--- config.mk ---
export PLATFORM = sky130hd
export DESIGN_NAME = instr_feeder_flat
export DESIGN_NICKNAME = d
export VERILOG_FILES = /design/src/rtl/instr_feeder_if.sv /design/src/rtl/instr_feeder.sv /design/src/flat_wrapper.sv
export SDC_FILE = /design/constraint.sdc
export NUM_CORES = 1
export LEC_CHECK = 0
export BUFFER_PORTS_ARGS = -buffer_cell sky130_fd_sc_hd__buf_2
export CAP_MARGIN = 10
export CORE_AREA = 2 2 78 154
export CTS_CLUSTER_DIAMETER = 40
export CTS_CLUSTER_SIZE = 14
export DETAILED_ROUTE_END_ITERATION = 10
export DIE_AREA = 0 0 80 156
export PLACE_DENSITY = 0.77
export SYNTH_ARGS = -nofsm -noshare
export SYNTH_HDL_FRONTEND = slang
export SYNTH_SLANG_ARGS = --single-unit
--- constraint.sdc ---
create_clock -name Clock -period 3.4 [get_ports Clock]
set_clock_uncertainty 0.05 [all_clocks]
set_input_delay 0.68 -clock Clock [delete_from_list [all_inputs] [get_ports Clock]]
set_output_delay 0.68 -clock Clock [all_outputs]
set_load 0.01 [all_outputs]
--- src/rtl/instr_feeder_if.sv ---
// Purpose: bundles the loader/control inputs, the core handshake (DIN/Run/Done) and status of instr_feeder.
// Latency: none, wiring only.
// Backpressure: none; the core paces the feeder through Done.
// Ports: master = feeder side (drives DIN/Run/status); slave = environment side (drives Start/Load_*/Done).
interface instr_feeder_if #(
  parameter int ADDR_W = 4
);
  logic              Start;
  logic              Load_En;
  logic [ADDR_W-1:0] Load_Addr;
  logic [8:0]        Load_Data;
  logic              Done;
  logic [8:0]        DIN;
  logic              Run;
  logic [ADDR_W-1:0] PC;
  logic              Busy;
  logic              Halted;
  logic              Error;
  logic [7:0]        Retired;

  modport master (
    input  Start, Load_En, Load_Addr, Load_Data, Done,
    output DIN, Run, PC, Busy, Halted, Error, Retired
  );

  modport slave (
    output Start, Load_En, Load_Addr, Load_Data, Done,
    input  DIN, Run, PC, Busy, Halted, Error, Retired
  );
endinterface

--- src/rtl/instr_feeder.sv ---
// Purpose: autonomous fetch stage feeding the 9-bit core from a loadable program memory until HALT or Done timeout.
// Latency: Start at edge N gives Run in cycle N+1; next issue follows the cycle in which Done is seen.
// Backpressure: core stalls the sequencer by withholding Done; TIMEOUT WAIT cycles without Done force an error halt.
// Ports: Clock, Resetn (async active-low); bus.master carries Start/Load_*/Done in and DIN/Run/PC/Busy/Halted/Error/Retired out.
module instr_feeder #(
  parameter int DEPTH   = 16,
  parameter int ADDR_W  = 4,
  parameter int TIMEOUT = 15
) (
  input  logic            Clock,
  input  logic            Resetn,
  instr_feeder_if.master  bus
);
  localparam int CNT_W = $clog2(TIMEOUT + 1);

  typedef enum logic [2:0] {S_IDLE, S_ISSUE, S_IMM, S_WAIT, S_HALT} state_t;

  state_t            state_q, state_d;
  logic [ADDR_W-1:0] pc_q, pc_d;
  logic [7:0]        retired_q, retired_d;
  logic              error_q, error_d;
  logic [CNT_W-1:0]  cnt_q, cnt_d;
  logic              run;
  logic [8:0]        din;

  logic [8:0]        mem [DEPTH];
  logic [8:0]        word;
  logic [2:0]        opcode;
  logic              ctrl_open;

  assign word      = mem[pc_q];
  assign opcode    = word[8:6];
  assign ctrl_open = (state_q == S_IDLE) || (state_q == S_HALT);

  // Program memory is deliberately outside the reset domain so a reset keeps the loaded program.
  always_ff @(posedge Clock) begin
    if (ctrl_open && bus.Load_En) begin
      mem[bus.Load_Addr] <= bus.Load_Data;
    end
  end

  always_ff @(posedge Clock or negedge Resetn) begin
    if (!Resetn) begin
      state_q   <= S_IDLE;
      pc_q      <= '0;
      retired_q <= '0;
      error_q   <= 1'b0;
      cnt_q     <= '0;
    end else begin
      state_q   <= state_d;
      pc_q      <= pc_d;
      retired_q <= retired_d;
      error_q   <= error_d;
      cnt_q     <= cnt_d;
    end
  end

  always_comb begin
    state_d   = state_q;
    pc_d      = pc_q;
    retired_d = retired_q;
    error_d   = error_q;
    cnt_d     = cnt_q;
    run       = 1'b0;
    din       = '0;
    case (state_q)
      S_IDLE, S_HALT: begin
        if (bus.Start) begin
          pc_d      = '0;
          retired_d = '0;
          error_d   = 1'b0;
          cnt_d     = '0;
          state_d   = S_ISSUE;
        end
      end
      S_ISSUE: begin
        // HALT words are consumed here and never reach the core.
        if (opcode == 3'd7) begin
          state_d = S_HALT;
        end else begin
          run     = 1'b1;
          din     = word;
          pc_d    = pc_q + 1'b1;
          state_d = (opcode == 3'd1) ? S_IMM : S_WAIT;
        end
      end
      S_IMM: begin
        // Immediate word follows the mvi opcode; the core may finish in this same cycle.
        din  = word;
        pc_d = pc_q + 1'b1;
        if (bus.Done) begin
          retired_d = retired_q + 8'd1;
          state_d   = S_ISSUE;
        end else begin
          state_d = S_WAIT;
        end
      end
      S_WAIT: begin
        if (bus.Done) begin
          retired_d = retired_q + 8'd1;
          cnt_d     = '0;
          state_d   = S_ISSUE;
        end else if (cnt_q == CNT_W'(TIMEOUT - 1)) begin
          // This is the TIMEOUT-th WAIT cycle without Done.
          error_d = 1'b1;
          cnt_d   = '0;
          state_d = S_HALT;
        end else begin
          cnt_d = cnt_q + 1'b1;
        end
      end
      default: state_d = S_IDLE;
    endcase
  end

  assign bus.Run     = run;
  assign bus.DIN     = din;
  assign bus.PC      = pc_q;
  assign bus.Busy    = (state_q == S_ISSUE) || (state_q == S_IMM) || (state_q == S_WAIT);
  assign bus.Halted  = (state_q == S_HALT);
  assign bus.Error   = error_q;
  assign bus.Retired = retired_q;
endmodule

--- src/flat_wrapper.sv ---
// flat-port wrapper written by rule: the top's interface ports become plain ports
module instr_feeder_flat 
#(
  parameter int DEPTH   = 16,
  parameter int ADDR_W  = 4,
  parameter int TIMEOUT = 15
)
  (Clock, Resetn, bus_Start, bus_Load_En, bus_Load_Addr, bus_Load_Data, bus_Done, bus_DIN, bus_Run, bus_PC, bus_Busy, bus_Halted, bus_Error, bus_Retired);
  instr_feeder_if #(.ADDR_W(ADDR_W)) bus_i ();
  input  logic Clock;
  input  logic Resetn;
  input wire logic [$bits(bus_i.Start)-1:0] bus_Start;
  input wire logic [$bits(bus_i.Load_En)-1:0] bus_Load_En;
  input wire logic [$bits(bus_i.Load_Addr)-1:0] bus_Load_Addr;
  input wire logic [$bits(bus_i.Load_Data)-1:0] bus_Load_Data;
  input wire logic [$bits(bus_i.Done)-1:0] bus_Done;
  output wire logic [$bits(bus_i.DIN)-1:0] bus_DIN;
  output wire logic [$bits(bus_i.Run)-1:0] bus_Run;
  output wire logic [$bits(bus_i.PC)-1:0] bus_PC;
  output wire logic [$bits(bus_i.Busy)-1:0] bus_Busy;
  output wire logic [$bits(bus_i.Halted)-1:0] bus_Halted;
  output wire logic [$bits(bus_i.Error)-1:0] bus_Error;
  output wire logic [$bits(bus_i.Retired)-1:0] bus_Retired;
  assign bus_i.Start = bus_Start;
  assign bus_i.Load_En = bus_Load_En;
  assign bus_i.Load_Addr = bus_Load_Addr;
  assign bus_i.Load_Data = bus_Load_Data;
  assign bus_i.Done = bus_Done;
  assign bus_DIN = bus_i.DIN;
  assign bus_Run = bus_i.Run;
  assign bus_PC = bus_i.PC;
  assign bus_Busy = bus_i.Busy;
  assign bus_Halted = bus_i.Halted;
  assign bus_Error = bus_i.Error;
  assign bus_Retired = bus_i.Retired;
  instr_feeder #(.DEPTH(DEPTH), .ADDR_W(ADDR_W), .TIMEOUT(TIMEOUT)) u_core (.Clock(Clock), .Resetn(Resetn), .bus(bus_i));
endmodule
==> results of run 1 <==
==> metal layers <==
| metal | vias up | wire, um | global-route usage (%) |
|---|---|---|---|
| met5 | - | 0 | 0 |
| met4 | 0 | 661 | 12.1 |
| met2 | 177 | 8460 | 46.3 |
| met3 | 41 | 849 | 5.61 |
| met1 | 1926 | 5310 | 29.5 |
| li1 | 1602 | - | - |
==> critical path, delay by kind of cell (launching register included) <==
kind	cells	cell delay, ns
buf+inv	2	0.28
mux	1	0.51
compound gates	3	0.71
flops	1	0.41
simple gates	2	0.28
==> Yosys cell counts, types with 2 or more instances <==
| master | n |
|---|---|
| nor2b_1 | 12 |
| clkbuf_1 | 3 |
| dfrtp_1 | 20 |
| xor2_1 | 4 |
| nand2b_1 | 5 |
| edfxtp_1 | 144 |
| mux4_2 | 42 |
| inv_1 | 2 |
| a22oi_1 | 2 |
| ha_1 | 4 |
| a31oi_1 | 4 |
| nand3_2 | 2 |
| o21ai_0 | 10 |
| nor2_1 | 23 |
| nand4_1 | 5 |
| o31ai_1 | 2 |
| a21oi_1 | 5 |
| and2_1 | 2 |
| nor3_1 | 4 |
| nand3_1 | 9 |
| buf_2 | 4 |
| mux2i_1 | 3 |
| o21a_1 | 2 |
| nand2_1 | 17 |
==> cells by family after synthesis <==
| group | after synthesis |
|---|---|
| AO/OA/AOI/OAI | 33 |
| multiplexers | 45 |
| XOR/XNOR | 5 |
| AND/OR/NAND/NOR | 87 |
| flip-flops | 164 |
| adder cells (fa/ha/maj) | 4 |
| buffers and inverters | 12 |
==> layout make-up <==
class                   instances  area [um^2]  share of cell area [%]
well taps                     142          178                    2.27
flip-flops and latches        164         4830                    61.6
repair buffers                 78          500                    6.39
multi-input cells             174         1780                    22.7
clock inverters                 7         50.0                   0.639
clock buffers                  25          497                    6.34
inverters                       2         7.51                  0.0958
==> through the flow <==
stage / cell area, um^2 / util [%] / TNS, ns / hold WS, ns
global placement: 7190 / 63.7 / 0 / 0.420
floorplan: 6630 / - / 0 / 0.334
CTS: 7790 / 69.0 / 0 / 0.165
detailed placement: 7190 / 63.7 / 0 / 0.423
global route: 7830 / 69.4 / -0.203 / 0.190
finish: 7830 / 69.4 / 0 / 0.178
==> registers in the layout, summed over array words and instances, names as in the netlist <==
name / flops
u_core.state_q: 3
u_core.mem: 144
u_core.cnt_q: 4
u_core.bus.Error: 1
u_core.bus.Retired: 8
u_core.bus.PC: 4
==> worst paths after layout <==
kind | endpoint | slack [ns]
worst min register to register | u_core.cnt_q[3]$_DFFE_PN0P_ | 0.44
min in group Clock | u_core.cnt_q[3]$_DFFE_PN0P_ | 0.44
worst max register to register | u_core.bus.PC[2]$_DFFE_PN0P_ | 0.99
worst min-delay path | u_core.state_q[2]$_DFFE_PN0P_ | 0.18
max in group asynchronous | u_core.bus.PC[0]$_DFFE_PN0P_ | 2.76
worst max-delay path | bus_DIN[7] | 0.05
==> placed cells by master (no fill, tap or decap), types with 2 or more instances in the layout <==
master / synthesis / layout
nand3_1: 9 / 8
buf_2: 4 / 42
o21ai_0: 10 / 10
nand3_2: 2 / 3
mux4_2: 42 / 42
clkinvlp_4: 0 / 2
nand2_1: 17 / 16
xor2_1: 4 / 4
nand2b_1: 5 / 5
and2_1: 2 / 2
clkbuf_1: 3 / 5
o31ai_1: 2 / 2
a31oi_1: 4 / 3
a21oi_1: 5 / 5
buf_4: 1 / 33
mux2i_1: 3 / 3
ha_1: 4 / 4
o21a_1: 2 / 2
nor3_1: 4 / 4
buf_6: 1 / 2
nand4_1: 5 / 5
edfxtp_1: 144 / 144
inv_1: 2 / 2
dfrtp_1: 20 / 19
a22oi_2: 1 / 3
nor2b_1: 12 / 12
clkbuf_16: 0 / 18
clkbuf_8: 0 / 2
nor2_1: 23 / 23
clkinv_4: 0 / 2
==> report_power, final <==
part           total [uW]  switching [uW]  internal, uW
combinational        1990            1030           956
sequential           2390             108          2280
clock                1730             717          1020
==> what timing repair did <==
action / 4_1_cts / 5_1_grt
setup endpoints to repair: 8 / 8
pin swaps: 0 / 5
buffers inserted: 2 / 6
gates resized for setup: 1 / 7
gates cloned: 1 / 0
==> out/metrics.yaml, run 1 <==
logic_synthesis:
  ys_ff_latch: 164
  synth.avg_cell_area_um2: 19.0
  synth_fa_ha_area_share_pct: 0.755
  synth_top_area_share_pct: 65.2
  ys_seq_area_share_pct: 72.7
  synth_top_family_by_area: "multiplexers"
  yosys-top-cells-area: "edfxtp_1, mux4_2, dfrtp_1"
  muxShareOfSynthArea_pct: 14.7
  yosysWarningCount: 0
  yosysTopAreaCell: "edfxtp_1"
  synth_edf_count: 144
  synth_async_sr_flop_share_pct: 12.2
  synth_compound_area_share_pct: 3.49
  syn-num-nets: 372
  yosys.area_share.simple_pct: 6.72
  yosysUniqueCellTypes: 44
  synth-main-ff-cell: "edfxtp_1"
  synth_cells: 350
  syn_area_um2: 6630
  synth_xor_area_share_pct: 0.660
setup_path:
  endpoint_kind: "output port"
  cp.arrival_ns: 2.62
  rr_worst_depth: 8
  startpoint_type: "register"
  cp.required_ns: 2.67
  r2r_start: "u_core.bus.PC[0]$_DFFE_PN0P_"
  crit_path_top_delay_cell: "mux4_2"
  cp_cell_sequence: "buf_4, mux4_2, a22oi_2, nand3_2, a31oi_4, nor2_4, a31oi_1, buf_2"
  cpPeakStageDelay_ns: 0.51
  startpoint: "u_core.bus.PC[0]$_DFFE_PN0P_"
  setup.worst_path.class: "reg2out"
  cp_max_fo: 10
finish:
  layout.nets: 459
  area_growth_pct: 18.1
  final_layout_size_suffix_gt1_share_pct: 35.3
  fillers: 732
  fin_cells: 592
  diodes: 0
die:
  start_util_pct: 58.8
  die_h_um: 156
  core_um2: 11300
  die-area_um2: 12500
  die_width_um: 80
  io_pins: 43
  num_rows: 55
clock_tree:
  cts_buffer_depth: 2
  numCtsBuffers: 17
  htreeDepth: 4
  tritoncts: "done"
  clk_pin_slew_ns: 0.06
  clock-root-buffer: "clkbuf_16"
  cts.hold.buffers_added: 0
  cts.sinks: 164
  clock_latency_ns: 0.41
global_route:
  grt_util_all_layers_pct: 26.1
  grt_pass1_wl_um: 22300
  grt_pass1_vias: 3726
  gr-total-overflow: 0
  antenna_found_initial: 0
  grt_max_degree: 24
drt:
  first_pass_iters: 5
  wl_per_cell_um: 25.8
  vias: 3746
  drcViolationCount: 0
  drt-total-wl_um: 15300
  ant_nets: 0
  drt_iter0_drc: 415
  viasPerCell: 6.33
place:
  io_buffers: 42
  dp_cells: 552
  gp_congestion: 0.859
  hpwl_um: 9780
  dp_slack_ns: 0.349
timing:
  fin_ws_ns: 0.0503
  layout_min_cycle_time_ns: 3.35
  max_slew_margin_pct: 53.3
  slew_viol_final: 0
  tightestPinTransition_ns: 0.695
  finalSetupViolCount: 0
  hold_viol: 0
  final.period_utilization_pct: 98.5
  fmax_ghz: 0.299
power_and_ir_drop:
  power_uw: 6110
  powerDensity_nw_per_um2: 780
  irDropWorstVdd_v: 0.000754
  leakage_uw: 0.00277
run:
  maxCapViolCount: 0
min_path:
  hold_class: "in2async"
run_status:
  status: "finished, final reports clean"
Power figures use the tool's default switching activity.
==> run 2, diff against run 1 <==
- SETUP_SLACK_MARGIN: default -> 0.3
==> run 2 against run 1 <==
Compared with the run above: critical path depth unchanged; clock power barely moved; flip-flop and latch count stayed put; sequential share of layout area fell by 0.17 points; non-clock buffer count stayed put; fmax rose by 1.8%.
==> out/metrics.yaml, run 2 (same netlist as run 1, synthesis figures left out) <==
drt:
  first_pass_iters: 5
  wl_per_cell_um: 25.9
  ant_nets: 0
  vias: 3740
  drt_iter0_drc: 475
  drt-total-wl_um: 15300
  drcViolationCount: 0
  viasPerCell: 6.32
die:
  io_pins: 43
  die-area_um2: 12500
  die_width_um: 80
  core_um2: 11300
  num_rows: 55
  start_util_pct: 58.8
  die_h_um: 156
global_route:
  grt_pass1_vias: 3758
  gr-total-overflow: 0
  grt_util_all_layers_pct: 26.3
  antenna_found_initial: 0
  grt_max_degree: 24
  grt_pass1_wl_um: 22400
timing:
  hold_viol: 0
  tightestPinTransition_ns: 0.723
  layout_min_cycle_time_ns: 3.29
  rsz0062_at_grt: "true"
  fmax_ghz: 0.304
  whs_ns: 0.169
  finalSetupTns_ns: 0
  finalSetupViolCount: 0
  max_slew_margin_pct: 51.5
  slew_viol_final: 0
  final.period_utilization_pct: 96.7
power_and_ir_drop:
  powerDensity_nw_per_um2: 782
  leakage_uw: 0.00277
  irDropWorstVdd_v: 0.000762
clock_tree:
  clock_latency_ns: 0.42
  cts.sinks: 164
  clk_pin_slew_ns: 0.06
  htreeDepth: 4
  tritoncts: "done"
  numCtsBuffers: 17
  clock-root-buffer: "clkbuf_16"
  cts.hold.buffers_added: 0
  cts_buffer_depth: 2
finish:
  diodes: 0
  fillers: 723
  fin_cells: 592
  layout_common_cells: "edfxtp_1, mux4_2, buf_2, buf_4, nor2_1"
  final_layout_size_suffix_gt1_share_pct: 35.1
  area_growth_pct: 18.4
  largest-register: "u_core.mem"
  largest_reg_flops: 144
  layout.nets: 459
  final_common_cell: "edfxtp_1"
setup_path:
  startpoint_type: "register"
  cpPeakStageDelay_ns: 0.52
  crit_buf_inv: 2
  endpoint_kind: "output port"
  cp_max_fo: 10
  cp.arrival_ns: 2.56
  cp.required_ns: 2.67
  crit_path_top_delay_cell: "mux4_2"
  cp_top_family: "compound AO/OA/AOI/OAI gates"
  cp_cell_sequence: "buf_4, mux4_2, a22oi_2, nand3_2, a31oi_4, nor2_4, a31oi_1, buf_2"
  setup.worst_path.class: "reg2out"
  rrSetupSlack_ns: 1.01
place:
  io_buffers: 42
  dp_cells: 552
  hpwl_um: 9780
  gp_congestion: 0.859
run_status:
  status: "finished, final reports clean"
run:
  maxCapViolCount: 0
min_path:
  hold_class: "in2async"
-- run 2: cell counts in the layout (fill, tap and decap cells not counted) --
No cell type changed its count.
-- run 2: routing by layer --
layer | vias up | share of wire (%) | GRT usage (%)
li1 | 1603 | - | -
met1 | 1911 | 35 | 29.7
met2 | 186 | 55 | 46.4
met3 | 40 | 6.4 | 5.96
met4 | 0 | 4.0 | 12.3
met5 | - | 0 | 0
-- run 2: what timing repair did --
item	in CTS	in global routing
resized for setup	7	2
gates cloned	1	0
setup endpoints to repair	10	10
buffers inserted	6	1
pin swaps	4	3
endpoints found under the hold margin	0	0
-- run 2: worst paths after layout --
check / start / endpoint / cells past startpoint
min reg2reg: u_core.cnt_q[3]$_DFFE_PN0P_ / u_core.cnt_q[3]$_DFFE_PN0P_ / 1
min in group Clock: u_core.cnt_q[3]$_DFFE_PN0P_ / u_core.cnt_q[3]$_DFFE_PN0P_ / 1
max reg2reg: u_core.state_q[1]$_DFFE_PN0P_ / u_core.mem[2][3]$_DFFE_PP_ / 4
max in group asynchronous: Resetn / u_core.bus.PC[0]$_DFFE_PN0P_ / 1
min: Resetn / u_core.state_q[2]$_DFFE_PN0P_ / 1
max: u_core.bus.PC[0]$_DFFE_PN0P_ / bus_DIN[7] / 8
-- run 2: worst reg2reg max path, cell delays in order (launching register included) --
cell      delay, ns
dfrtp_1        0.44
nor2_1         0.38
nand4b_1       0.29
nor3_1         0.63
buf_4          0.31
-- run 2: report_power, final --
| part | switching (uW) | leakage (uW) | internal, uW |
|---|---|---|---|
| sequential | 109 | 0.00156 | 2280 |
| clock | 723 | 0.000261 | 1020 |
| combinational | 1030 | 0.000956 | 988 |
-- run 2: cell type report --
| cell class | count | area (um^2) | share of cell area, % |
|---|---|---|---|
| clock buffer | 25 | 497 | 6.32 |
| sequential | 164 | 4830 | 61.4 |
| tap | 142 | 178 | 2.26 |
| clock inverter | 7 | 50.0 | 0.637 |
| timing repair buffer | 78 | 524 | 6.67 |
| inverter | 2 | 7.51 | 0.0956 |
| multi-input combinational | 174 | 1770 | 22.6 |
-- run 2: stage by stage --
stage / total power, uW / setup slack [ns] / area (um^2) / util [%]
floorplan: 3660 / 0.464 / 6630 / -
global placement: 4210 / 0.422 / 7190 / 63.7
CTS: 6150 / 0.102 / 7840 / 69.4
finish: 6150 / 0.111 / 7860 / 69.6
detailed placement: 4260 / 0.349 / 7190 / 63.7
global route: 6390 / 0.00850 / 7860 / 69.6
==> run 3, diff against run 2 <==
- CORE_AREA: 2 2 78 154 -> 2 2 85 168
- DIE_AREA: 0 0 80 156 -> 0 0 87 170
- PLACE_DENSITY: 0.77 -> 0.67
==> run 3 against run 2 <==
Compared with the run above: critical path depth did not move; sequential power barely moved; critical path type unchanged; final area increased by 1.5%; highest routed layer unchanged.
==> out/metrics.yaml, run 3 (same netlist as run 1, synthesis figures left out) <==
timing:
  hold_viol: 0
  tightestPinTransition_ns: 0.555
  fin_ws_ns: 0.00752
  final.period_utilization_pct: 99.8
  max_slew_margin_pct: 62.9
  layout_min_cycle_time_ns: 3.39
  fmax_ghz: 0.295
  finalSetupViolCount: 0
  rsz0062_at_grt: "true"
  slew_viol_final: 0
  whs_ns: 0.171
setup_path:
  crit_path_top_delay_cell: "mux4_2"
  cp.required_ns: 2.67
  cp_cell_sequence: "buf_6, mux4_2, a22oi_2, nand3_2, a31oi_4, nor2_4, a31oi_1, buf_2"
  setup.worst_path.class: "reg2out"
  endpoint_kind: "output port"
  cp.arrival_ns: 2.66
  cpPeakStageDelay_ns: 0.51
  cp_top_family: "compound AO/OA/AOI/OAI gates"
  cp_max_fo: 9
  startpoint_type: "register"
  crit_buf_inv: 2
die:
  num_rows: 60
  core_um2: 13400
  io_pins: 43
  die-area_um2: 14800
  die_h_um: 170
  start_util_pct: 49.4
  die_width_um: 87
run_status:
  status: "finished, final reports clean"
finish:
  post-route-util_pct: 59.3
  diodes: 0
  layout.nets: 468
  largest-register: "u_core.mem"
  fillers: 993
  area_growth_pct: 20.2
  multiInputGateArea_um2: 1780
  layout_common_cells: "edfxtp_1, mux4_2, buf_2, buf_4, nor2_1"
  final_layout_size_suffix_gt1_share_pct: 37.3
  final_common_cell: "edfxtp_1"
  register_area_um2: 4830
  largest_reg_flops: 144
drt:
  first_pass_iters: 4
  drt_iter0_drc: 268
  ant_nets: 0
  drcViolationCount: 0
  viasPerCell: 5.92
  wl_per_cell_um: 24.3
  vias: 3637
  drt-total-wl_um: 14900
global_route:
  grt_pass1_vias: 3790
  grt_max_degree: 21
  gr-total-overflow: 0
  grt_util_all_layers_pct: 21.6
  antenna_found_initial: 0
  grt_pass1_wl_um: 22300
clock_tree:
  htreeDepth: 4
  tritoncts: "done"
  cts.sinks: 164
  numCtsBuffers: 17
  cts.hold.buffers_added: 0
  clock-root-buffer: "clkbuf_16"
  cts_buffer_depth: 2
  clock_latency_ns: 0.42
  clk_pin_slew_ns: 0.07
min_path:
  hold_class: "in2async"
power_and_ir_drop:
  p_sw_uw: 1930
  powerDensity_nw_per_um2: 788
  irDropWorstVdd_v: 0.000388
  p_clk_share_pct: 27.1
  seqPwrFrac_pct: 38.0
  leakage_uw: 0.00282
  combPwrFrac_pct: 34.9
  p_sw_share_pct: 30.6
  p_int_uw: 4360
place:
  hpwl_um: 9980
  io_buffers: 42
  dp_slack_ns: 0.175
  gp_congestion: 0.872
run:
  maxCapViolCount: 0
## run 3: cell count changes in the layout (fill, tap and decap cells not counted), sizes merged
cell | previous run | this run
inv | 3 | 7
buf | 78 | 87
clkinvlp | 2 | 4
clkinv | 4 | 5
clkbuf | 25 | 18
## run 3: through the flow
stage	instances	instance area, um^2	setup TNS [ns]	power (uW)
floorplan	350	6630	0	3660
global placement	565	7190	0	4220
detailed placement	565	7190	0	4240
CTS	608	7900	0	6210
global route	614	7980	-0.0702	6560
finish	614	7980	0	6290
## run 3: repair_timing
action,4_1_cts,5_1_grt
buffers inserted,11,6
pin swaps,4,3
endpoints found under the setup margin,10,10
resized for setup,15,6
## run 3: worst paths after layout
kind,slack [ns],depth (start not counted),end,start
max in group asynchronous,2.76,1,u_core.bus.PC[0]$_DFFE_PN0P_,Resetn
min,0.17,1,u_core.bus.Retired[4]$_DFFE_PN0P_,Resetn
min reg2reg,0.45,1,u_core.cnt_q[3]$_DFFE_PN0P_,u_core.cnt_q[3]$_DFFE_PN0P_
max,0.008,8,bus_DIN[7],u_core.bus.PC[0]$_DFFE_PN0P_
max reg2reg,0.85,10,u_core.state_q[0]$_DFFE_PN0P_,u_core.bus.PC[0]$_DFFE_PN0P_
min in group Clock,0.45,1,u_core.cnt_q[3]$_DFFE_PN0P_,u_core.cnt_q[3]$_DFFE_PN0P_
## run 3: final cells by class
| type | instances | area share [%] |
|---|---|---|
| Timing Repair Buffer | 87 | 7.92 |
| Multi-Input combinational cell | 174 | 22.4 |
| Inverter | 2 | 0.0941 |
| Sequential cell | 164 | 60.5 |
| Clock buffer | 18 | 5.38 |
| Clock inverter | 14 | 1.26 |
| Tap cell | 155 | 2.43 |
## run 3: layer usage
layer  vias up  routed length [um]  track usage [%]
met4         0                 461             9.10
met3        26                 785             4.56
li1       1616                   -                -
met2       137                8700             40.1
met1      1858                4990             22.8
met5         -                   0                0
## run 3: worst reg2reg max path, stage by stage (launching register included)
cell	delay [ns]
dfrtp_4	0.51
buf_12	0.15
buf_8	0.12
mux4_2	0.44
a22oi_2	0.19
nand3_2	0.14
buf_4	0.16
buf_4	0.14
xnor2_1	0.16
a21oi_1	0.10
a211o_1	0.26
## run 3: power groups by stage
stage	registers [uW]	logic (uW)	clock network, uW
floorplan	2420	1240	0
global placement	2450	1760	0
detailed placement	2460	1780	0
CTS	2390	2090	1740
global route	2400	2350	1800
finish	2390	2190	1700
